File: src/rtl/reg_pipe_nbit.sv
// reg_pipe_nbit: DEPTH-stage, WIDTH-bit shift pipeline with per-stage valid
// bits, global stall and synchronous flush. It carries operands and results
// through the multi-cycle MultDiv datapath and reports how many stages hold
// live items. All outputs come straight from registers.
module reg_pipe_nbit #(
  parameter int               WIDTH      = 32,
  parameter int               DEPTH      = 4,
  parameter logic [WIDTH-1:0] RESET_VAL  = '0,
  parameter bit               FLUSH_DATA = 1'b0
) (
  input  logic                           clock,
  input  logic                           resetn,     // active-high despite the name
  input  logic [WIDTH-1:0]               in_data,
  input  logic                           in_valid,
  input  logic                           stall,
  input  logic                           flush,
  output logic [WIDTH-1:0]               out_data,
  output logic                           out_valid,
  output logic                           busy,
  output logic [$clog2(DEPTH+1)-1:0]     occupancy
);

  localparam int OCC_W = $clog2(DEPTH + 1);

  logic [WIDTH-1:0] dataQ [DEPTH];
  logic [DEPTH-1:0] validQ;
  logic [OCC_W-1:0] occQ;
  logic [OCC_W-1:0] occNext;

  // Data stages: shift on advance, hold on stall, optionally reload on flush.
  // NOTE: every stage is reset because RESET_VAL is visible on out_data; a
  // storage array that software never observes before writing would not need it.
  always_ff @(posedge clock or posedge resetn) begin
    if (resetn) begin
      for (int i = 0; i < DEPTH; i++) dataQ[i] <= RESET_VAL;
    end else if (flush) begin
      if (FLUSH_DATA) begin
        for (int i = 0; i < DEPTH; i++) dataQ[i] <= RESET_VAL;
      end
    end else if (!stall) begin
      // NOTE: non-blocking assignments make every stage read the pre-edge
      // value of its predecessor, so the loop order does not matter.
      dataQ[0] <= in_data;
      for (int i = 1; i < DEPTH; i++) dataQ[i] <= dataQ[i-1];
    end
  end

  // Valid bits: cleared by flush, held by stall, shifted alongside data.
  always_ff @(posedge clock or posedge resetn) begin
    if (resetn) begin
      validQ <= '0;
    end else if (flush) begin
      validQ <= '0;
    end else if (!stall) begin
      validQ[0] <= in_valid;
      for (int i = 1; i < DEPTH; i++) validQ[i] <= validQ[i-1];
    end
  end

  // Next occupancy: +1 for an entering item, -1 for the item leaving the last stage.
  always_comb begin
    // NOTE: default first so no path through this block leaves occNext
    // unassigned, which would otherwise infer a latch.
    occNext = occQ;
    if (flush) begin
      occNext = '0;
    end else if (!stall) begin
      occNext = occQ + OCC_W'(in_valid) - OCC_W'(validQ[DEPTH-1]);
    end
  end

  // Registered occupancy count, always equal to the number of set valid bits.
  always_ff @(posedge clock or posedge resetn) begin
    if (resetn) occQ <= '0;
    else        occQ <= occNext;
  end

  assign out_data  = dataQ[DEPTH-1];
  assign out_valid = validQ[DEPTH-1];
  assign occupancy = occQ;
  assign busy      = (occQ != '0);

endmodule

File: config.mk
export PLATFORM = sky130hd
export DESIGN_NAME = reg_pipe_nbit
export DESIGN_NICKNAME = d
export VERILOG_FILES = /design/src/rtl/reg_pipe_nbit.sv
export SDC_FILE = /design/constraint.sdc
export NUM_CORES = 1
export LEC_CHECK = 0
export CAP_MARGIN = 25
export CELL_PAD_IN_SITES_DETAIL_PLACEMENT = 0
export CELL_PAD_IN_SITES_GLOBAL_PLACEMENT = 2
export CORE_ASPECT_RATIO = 1.2
export CORE_MARGIN = 2
export CORE_UTILIZATION = 41
export DETAILED_ROUTE_END_ITERATION = 16
export GPL_TIMING_DRIVEN = 0
export PLACE_DENSITY = 0.82
export SYNTH_ARGS = -nofsm -noshare
export SYNTH_HDL_FRONTEND = slang
export SYNTH_SLANG_ARGS = --single-unit
export TNS_END_PERCENT = 20
File: constraint.sdc
create_clock -name clock -period 5.72 [get_ports clock]
set_clock_uncertainty 0.2 [all_clocks]
set_input_delay 1.144 -clock clock [delete_from_list [all_inputs] [get_ports clock]]
set_output_delay 1.144 -clock clock [all_outputs]
set_load 0.03 [all_outputs]
# Word level (Yosys, flattened, before mapping)
# Index checks and enable logic that the tools add are counted.
# totals
input_bits	37
wordCells	17
register_bits	135
out_inout_bits	37
# op_classes
reduce_logical	2
addsub	2
eq_ne	1
n_bitwise	2
mux	4
# op_table
cell	count
$mux W4	2
$mux W3	2
$add A3 B1 Y3	1
$reduce_bool A3 Y1	1
$sub A3 B1 Y3	1
$ne A2 B1 Y1 const B	1
$not A1 Y1	2
$reduce_and A2 Y1	1

# Longest topological paths before layout
# Gate-level depths: netlist of run 1.
# depth
word_depth	4
mapped_depth	9
ltp_nobuf	9

# Worst setup path before layout of run 1
# OpenSTA, ideal clock, no wires.
# synth_path
kind	input-to-reg
startpoint	in in_valid
endpoint	reg occQ[2], in the netlist occupancy[2]
arrival_time_ns	2.233
slack_ns	3.210
cell_stages	6
path_cell_list	ha_1 -> inv_1 -> fa_1 -> xnor2_1 -> or3_1 -> a21oi_1
# synth_via
elab_chain_len	4
# synth_rtl
item	line	source
from (decl)	14	input logic in_valid,
$add A3 B1 Y3	68	occNext = occQ + OCC_W'(in_valid) - OCC_W'(validQ[DEPTH-1]);
$sub A3 B1 Y3	68	
$mux W3	67	end else if (!stall) begin
$mux W3	65	if (flush) begin
to (signal assigned)	75	else occQ <= occNext;
to (decl)	27	logic [OCC_W-1:0] occQ;
# Every way passes these cells. The select of a mux whose other input is x is not followed.
# A chain may end at the register's enable or synchronous reset.

# Worst setup path in the final report of run 1
# layout_path
startpoint	reg occQ[1], in the netlist occupancy[1]
endpoint	out busy
# layout_via
elab_chain_len	1
# layout_rtl
item	line	source
$reduce_bool A3 Y1	81	assign busy = (occQ != '0);
to (decl)	19	output logic busy,
# Every way passes these cells.

==> out/metrics.yaml, run 1 <==
viasPerCell: 4.562
peakVddDrop_uv: 190.0
syn_area_um2: 5916
first_pass_iters: 4
die_area_um2: 15410
synth_top_area_cell: "dfrtp_1"
synth_area_per_cell_um2: 17.55
n_antenna_cell: 0
pwr-share-clk: 0.314
grt_antenna_before_repair: 0
postSynthCellCount: 337
htree_levels: 4
ios: 74
finalCoreUtilization: 0.5257
startpoint_type: "register"
cts_sinks: 135
dp_hpwl_um: 6144
num_vias: 2810
endpoint_kind: "output pin"
outcome: "completed"
fillers: 1210
post-route-period-util: 0.5512
tns_ns: 0
cts-resized-gates: 0
die_x_um: 113.7
antenna_left: 0
critPathKind: "reg -> out"
yosysSeqAreaShare: 0.5711
drtIter0Drc: 110
die_y_um: 135.6
p_sw_mw: 0.9139
r2r_end: "occupancy[2]$_DFFE_PP0P_"
cts_buffer_depth: 2
finalSetupViolCount: 0
clock-root-buffer: "clkbuf_16"
globalplace.congestion: 0.7010
worstMarginPinSlew_ns: 0.5923
cts_tree: "yes"
finalMaxSlewViolations: 0
maxSlewHeadroom: 0.6051
cts_made_buffers: 17
r2r-start: "validQ[3]$_DFFE_PP0P_"
worstSkewPairLatency_ns: 0.41
synth_seq_cells: 135
rsz0062_at_grt: "false"
powerDensity_nw_per_um2: 463.5
fin_cells: 616
grt_pass1_vias: 3094
drive_above_1_share: 0.4762
post-route-min-period_ns: 3.153
crit_start: "occupancy[1]$_DFFE_PP0P_"
post_dp_cell_area_um2: 6878
synth_top_area_frac: 0.5711
sw_frac_of_total: 0.2635
yosys-top-cells-area: "dfrtp_1, mux2_4, mux2_2"
clk_pin_slew_worst_paths_ns: 0.06
cp.arrival_ns: 1.81
io_buffers: 71
r2r_slack_ns: 3.52
rows: 48
grt_remaining_overflow: 0
grt.total_usage: 0.1400
drc: 0
grt_max_degree: 72
hold_path.class: "reg -> reg"
power.share.sequential: 0.393
internal_power_mw: 2.554
synth_fp_nets: 377
hold_viol_final: 0
worstPathRequired_ns: 4.38
cap_violations: 0
drt-total-wl_um: 9541
crit_path_end: "busy"
max_freq_mhz: 317.2
start_util: 0.4156
cts_hold_buf: 0
grt_pass1_wl_um: 16320
reg2reg_depth: 8
core_um2: 14230
yosysWarnings: 0
final_area_um2: 7482
cp_max_fo: 5
fin_nets: 468
dp.cells: 584
postCtsSetupBuffers: 0
synthToLayoutAreaGrowth_pct: 26.48
p_leak_nw: 3.452
synthDistinctLibCells: 17
comb_power_share: 0.293
wire_per_inst_um: 15.49
==> layout by cell type (no fill, tap or decap), types with 2 or more instances in the layout <==
cell type / instances
ha_1: 2
buf_4: 32
or3_1: 2
clkdlybuf4s50_1: 71
clkbuf_16: 17
mux2_4: 102
bufinv_16: 2
nor2_1: 7
clkinv_2: 5
clkbuf_8: 6
inv_1: 3
buf_12: 11
mux2i_1: 5
a21oi_1: 2
mux2_2: 26
dfrtp_1: 135
buf_6: 4
==> power groups by stage <==
stage | registers [mW] | logic (mW) | clock network (mW)
after floorplan | 1.33 | 0.761 | 0
after global placement | 1.37 | 1.01 | 0
after detailed placement | 1.38 | 1.03 | 0
after CTS | 1.37 | 1.03 | 1.12
after global routing | 1.40 | 1.08 | 1.16
final | 1.36 | 1.02 | 1.09
==> state kept, by name, summed over array words and instances, names as in the netlist <==
signal	count
out_data	32
occupancy	3
dataQ	96
validQ	4
==> through the flow <==
step	power (mW)	hold WS, ns	setup WS (ns)
after floorplan	2.094	0.2762	0.7649
after global routing	3.641	0.3158	2.509
after CTS	3.514	0.2992	2.543
after detailed placement	2.404	0.2913	2.613
after global placement	2.379	0.2860	-0.9836
final	3.468	0.2958	2.567
==> synth_stat cells <==
| library cell | n |
|---|---|
| fa_1 | 1 |
| mux2_4 | 102 |
| dfrtp_1 | 135 |
| xnor2_1 | 1 |
| or3_1 | 2 |
| ha_1 | 2 |
| a21oi_1 | 2 |
| nor2_8 | 1 |
| buf_6 | 4 |
| buf_8 | 1 |
| inv_1 | 4 |
| buf_12 | 11 |
| mux2_2 | 26 |
| mux2i_1 | 5 |
| o21ai_0 | 1 |
| nor2_1 | 7 |
| buf_4 | 32 |
==> routing by layer <==
| layer | share of wire | global-route usage |
|---|---|---|
| met3 | 0.035 | 0.04430 |
| met1 | 0.46 | 0.1788 |
| met2 | 0.49 | 0.2179 |
| met5 | 0 | 0 |
| met4 | 0.017 | 0.06504 |
==> area by class of cell <==
class | instances | area (um2) | share of cell area
tap | 175 | 219.0 | 0.02926
sequential | 135 | 3378 | 0.4515
timing repair buffer | 72 | 738.2 | 0.09866
buffer | 48 | 520.5 | 0.06957
multi-input combinational | 150 | 2002 | 0.2676
clock inverter | 8 | 92.59 | 0.01237
inverter | 4 | 20.02 | 0.002676
clock buffer | 24 | 511.7 | 0.06839
==> worst max-delay path, cell delays in order, from the launching register on <==
cell and delay, ns:
dfrtp_1 0.44, or3_1 0.36, clkdlybuf4s50_1 0.60
==> cells by family after synthesis <==
group,Yosys count,synth area share
XOR/XNOR,1,0.001481
multiplexers,133,0.3168
buffers and inverters,52,0.09052
flip-flops,135,0.5711
AND/OR/NAND/NOR,10,0.009941
adder cells (fa/ha/maj),3,0.007614
AO/OA/AOI/OAI,3,0.002537
==> worst min-delay path by stage <==
stage	slack, ns	endpoint	cells after the start	startpoint
floorplan	0.28	dataQ[69]$_DFFE_PP0P_	1	dataQ[69]$_DFFE_PP0P_
global placement	0.29	out_data[22]$_DFFE_PP0P_	1	dataQ[54]$_DFFE_PP0P_
detailed placement	0.29	dataQ[97]$_DFFE_PP0P_	1	dataQ[97]$_DFFE_PP0P_
CTS	0.30	dataQ[33]$_DFFE_PP0P_	1	dataQ[65]$_DFFE_PP0P_
global route	0.32	out_data[7]$_DFFE_PP0P_	1	dataQ[39]$_DFFE_PP0P_
finish	0.30	dataQ[33]$_DFFE_PP0P_	1	dataQ[65]$_DFFE_PP0P_
Power figures use the tool's default switching activity.
==> run 2: changes to the inputs <==
==> constraint.sdc (replaced) <==
create_clock -name clock -period 3.2 [get_ports clock]
set_clock_uncertainty 0.2 [all_clocks]
set_input_delay 0.64 -clock clock [delete_from_list [all_inputs] [get_ports clock]]
set_output_delay 0.64 -clock clock [all_outputs]
set_load 0.03 [all_outputs]
==> run 2 against run 1 <==
Effect of this change:
- utilization grew 0.67 points
- flip-flop and latch count is the same
- critical path depth stayed put
- final cell count is 0.32% higher
- setup slack got worse by 2.0 ns
- clock-buffer cell count grew 1
- sequential share of layout area is 0.57 points lower
- register-to-register slack worse by 2.5 ns
- die area unchanged
- non-clock buffer count is 2 higher
- cell area grew 1.3%
==> out/metrics.yaml, run 2 (synthesized netlist as in run 1, its figures left out) <==
num_vias: 2868  # +2.1%
internal_power_mw: 4.792  # +88%
antenna_left: 0  # unchanged
rows: 48  # unchanged
die_area_um2: 15410  # unchanged
cp_max_fo: 5  # unchanged
cp_top_family: "buffers and inverters"
path_cells: "or3_1, clkdlybuf4s50_1"
layout_common_cells: "dfrtp_1, mux2_4, clkdlybuf4s50_1, buf_4, mux2_2"
worstPathRequired_ns: 2.36  # -2.02 ns
drc: 0  # unchanged
top_register: "dataQ"
drt-total-wl_um: 9754  # +2.2%
mostFrequentLayoutCell: "dfrtp_1"
n_antenna_cell: 0  # unchanged
dp_hpwl_um: 6329  # +3.0%
post-route-period-util: 0.8282
p_sw_mw: 1.647  # +80%
fillers: 1168  # -3.5%
fin_nets: 470  # +0.43%
critPathBufInv: 1  # unchanged
drtIter0Drc: 89  # -19%
slowest_delay_ns: 0.60  # about the same
cts-resized-gates: 0  # unchanged
cap_violations: 0  # unchanged
worstMarginPinSlew_ns: 0.5009  # -0.09145 ns
sw_frac_of_total: 0.2558  # -0.007698
grt_pass1_vias: 3134  # +1.3%
start_util: 0.4156  # unchanged
hold_path.class: "in -> reg"
startpoint_type: "register"
rsz0062_at_grt: "false"
r2r_slack_ns: 1.01  # -2.51 ns
wire_per_inst_um: 15.78  # +1.9%
hold_viol_final: 0  # unchanged
clk_pin_slew_worst_paths_ns: 0.05  # about the same
grt_max_degree: 45  # -38%
cts_buffer_depth: 2  # unchanged
ios: 74  # unchanged
finalSetupViolCount: 0  # unchanged
drive_above_1_share: 0.4740  # -0.002150
critPathKind: "reg -> out"
finalCoreUtilization: 0.5323  # +0.006681
pwr-share-clk: 0.338  # +0.024
outcome: "completed"
globalplace.congestion: 0.6764  # -3.5%
grt.total_usage: 0.1398  # -0.0002144
die_y_um: 135.6  # unchanged
ff_latch_area_um2: 3378  # unchanged
powerDensity_nw_per_um2: 849.8  # +83%
max_freq_mhz: 377.3
core_um2: 14230  # unchanged
cts_made_buffers: 17  # unchanged
io_buffers: 71  # unchanged
slowest_stage: "clkdlybuf4s50_1"
cts_sinks: 135  # unchanged
htree_levels: 4  # unchanged
cts_tree: "yes"
p_leak_nw: 3.485  # +0.96%
synthToLayoutAreaGrowth_pct: 28.09
comb_power_share: 0.283  # -0.010
endpoint_kind: "output pin"
post_dp_cell_area_um2: 6909  # +0.45%
clock-root-buffer: "clkbuf_16"
peakVddDrop_uv: 330.5  # +74%
cts_hold_buf: 0  # unchanged
multi_input_area_um2: 2002  # unchanged
post-route-min-period_ns: 2.650
postCtsSetupBuffers: 0  # unchanged
grt_pass1_wl_um: 16370  # +0.29%
grt_remaining_overflow: 0  # unchanged
viasPerCell: 4.641  # +1.7%
tns_ns: 0  # unchanged
grt_antenna_before_repair: 0  # unchanged
die_x_um: 113.7  # unchanged
power_mw: 6.439  # +86%
power.share.sequential: 0.379  # -0.014
place_ws_ns: 0.6328  # -1.980 ns
cp.arrival_ns: 1.81  # about the same
hold_slack_ns: 0.2459  # -0.04997 ns
worstSkewPairLatency_ns: 0.41  # about the same
fin_ws_ns: 0.5499  # -2.017 ns
largest_reg_flops: 96  # unchanged
fin_cells: 618  # +0.32%
finalMaxSlewViolations: 0  # unchanged
first_pass_iters: 4  # unchanged
maxSlewHeadroom: 0.6654  # +0.06026
dp.cells: 586  # +0.34%
final_area_um2: 7577  # +1.3%
run 2: cell type report:
cell class / count / share of cell area
inverters: 4 / 0.002477
well taps: 175 / 0.02890
multi-input cells: 150 / 0.2642
plain buffers: 48 / 0.06869
repair buffers: 74 / 0.1017
clock inverters: 7 / 0.02147
flip-flops and latches: 135 / 0.4458
clock buffers: 25 / 0.06671
run 2: metal layers:
| metal | vias to the layer above | part of all wire | global-route usage | wire [um] |
|---|---|---|---|---|
| met3 | 11 | 0.035 | 0.04609 | 342 |
| met1 | 1488 | 0.44 | 0.1747 | 4332 |
| li1 | 1315 | - | - | - |
| met5 | - | 0 | 0 | 0 |
| met2 | 54 | 0.50 | 0.2219 | 4917 |
| met4 | 0 | 0.017 | 0.06165 | 161 |
run 2: path summary, 6_finish.rpt:
kind / start / to / depth (start not counted)
setup reg to reg: occupancy[0]$_DFFE_PP0P_ / occupancy[2]$_DFFE_PP0P_ / 9
min in group asynchronous: resetn / dataQ[66]$_DFFE_PP0P_ / 2
hold reg to reg: dataQ[54]$_DFFE_PP0P_ / out_data[22]$_DFFE_PP0P_ / 1
hold / removal: flush / occupancy[2]$_DFFE_PP0P_ / 2
setup / recovery: occupancy[1]$_DFFE_PP0P_ / busy / 2
max in group asynchronous: resetn / dataQ[53]$_DFFE_PP0P_ / 4
run 2: worst register-to-register path, cell delays in order, from the launching register on:
cell and delay [ns]:
dfrtp_1 0.40, inv_1 0.06, ha_1 0.26, inv_1 0.05
ha_1 0.13, inv_1 0.05, fa_1 0.38, xnor2_1 0.14
or3_1 0.31, a21oi_1 0.14
run 2: power groups by stage:
| stage | combinational, mW | clock [mW] | sequential, mW |
|---|---|---|---|
| after global placement | 1.80 | 0 | 2.45 |
| after floorplan | 1.36 | 0 | 2.38 |
| after detailed placement | 1.84 | 0 | 2.46 |
| after global routing | 1.93 | 2.30 | 2.50 |
| final | 1.82 | 2.18 | 2.44 |
| after CTS | 1.85 | 2.23 | 2.44 |
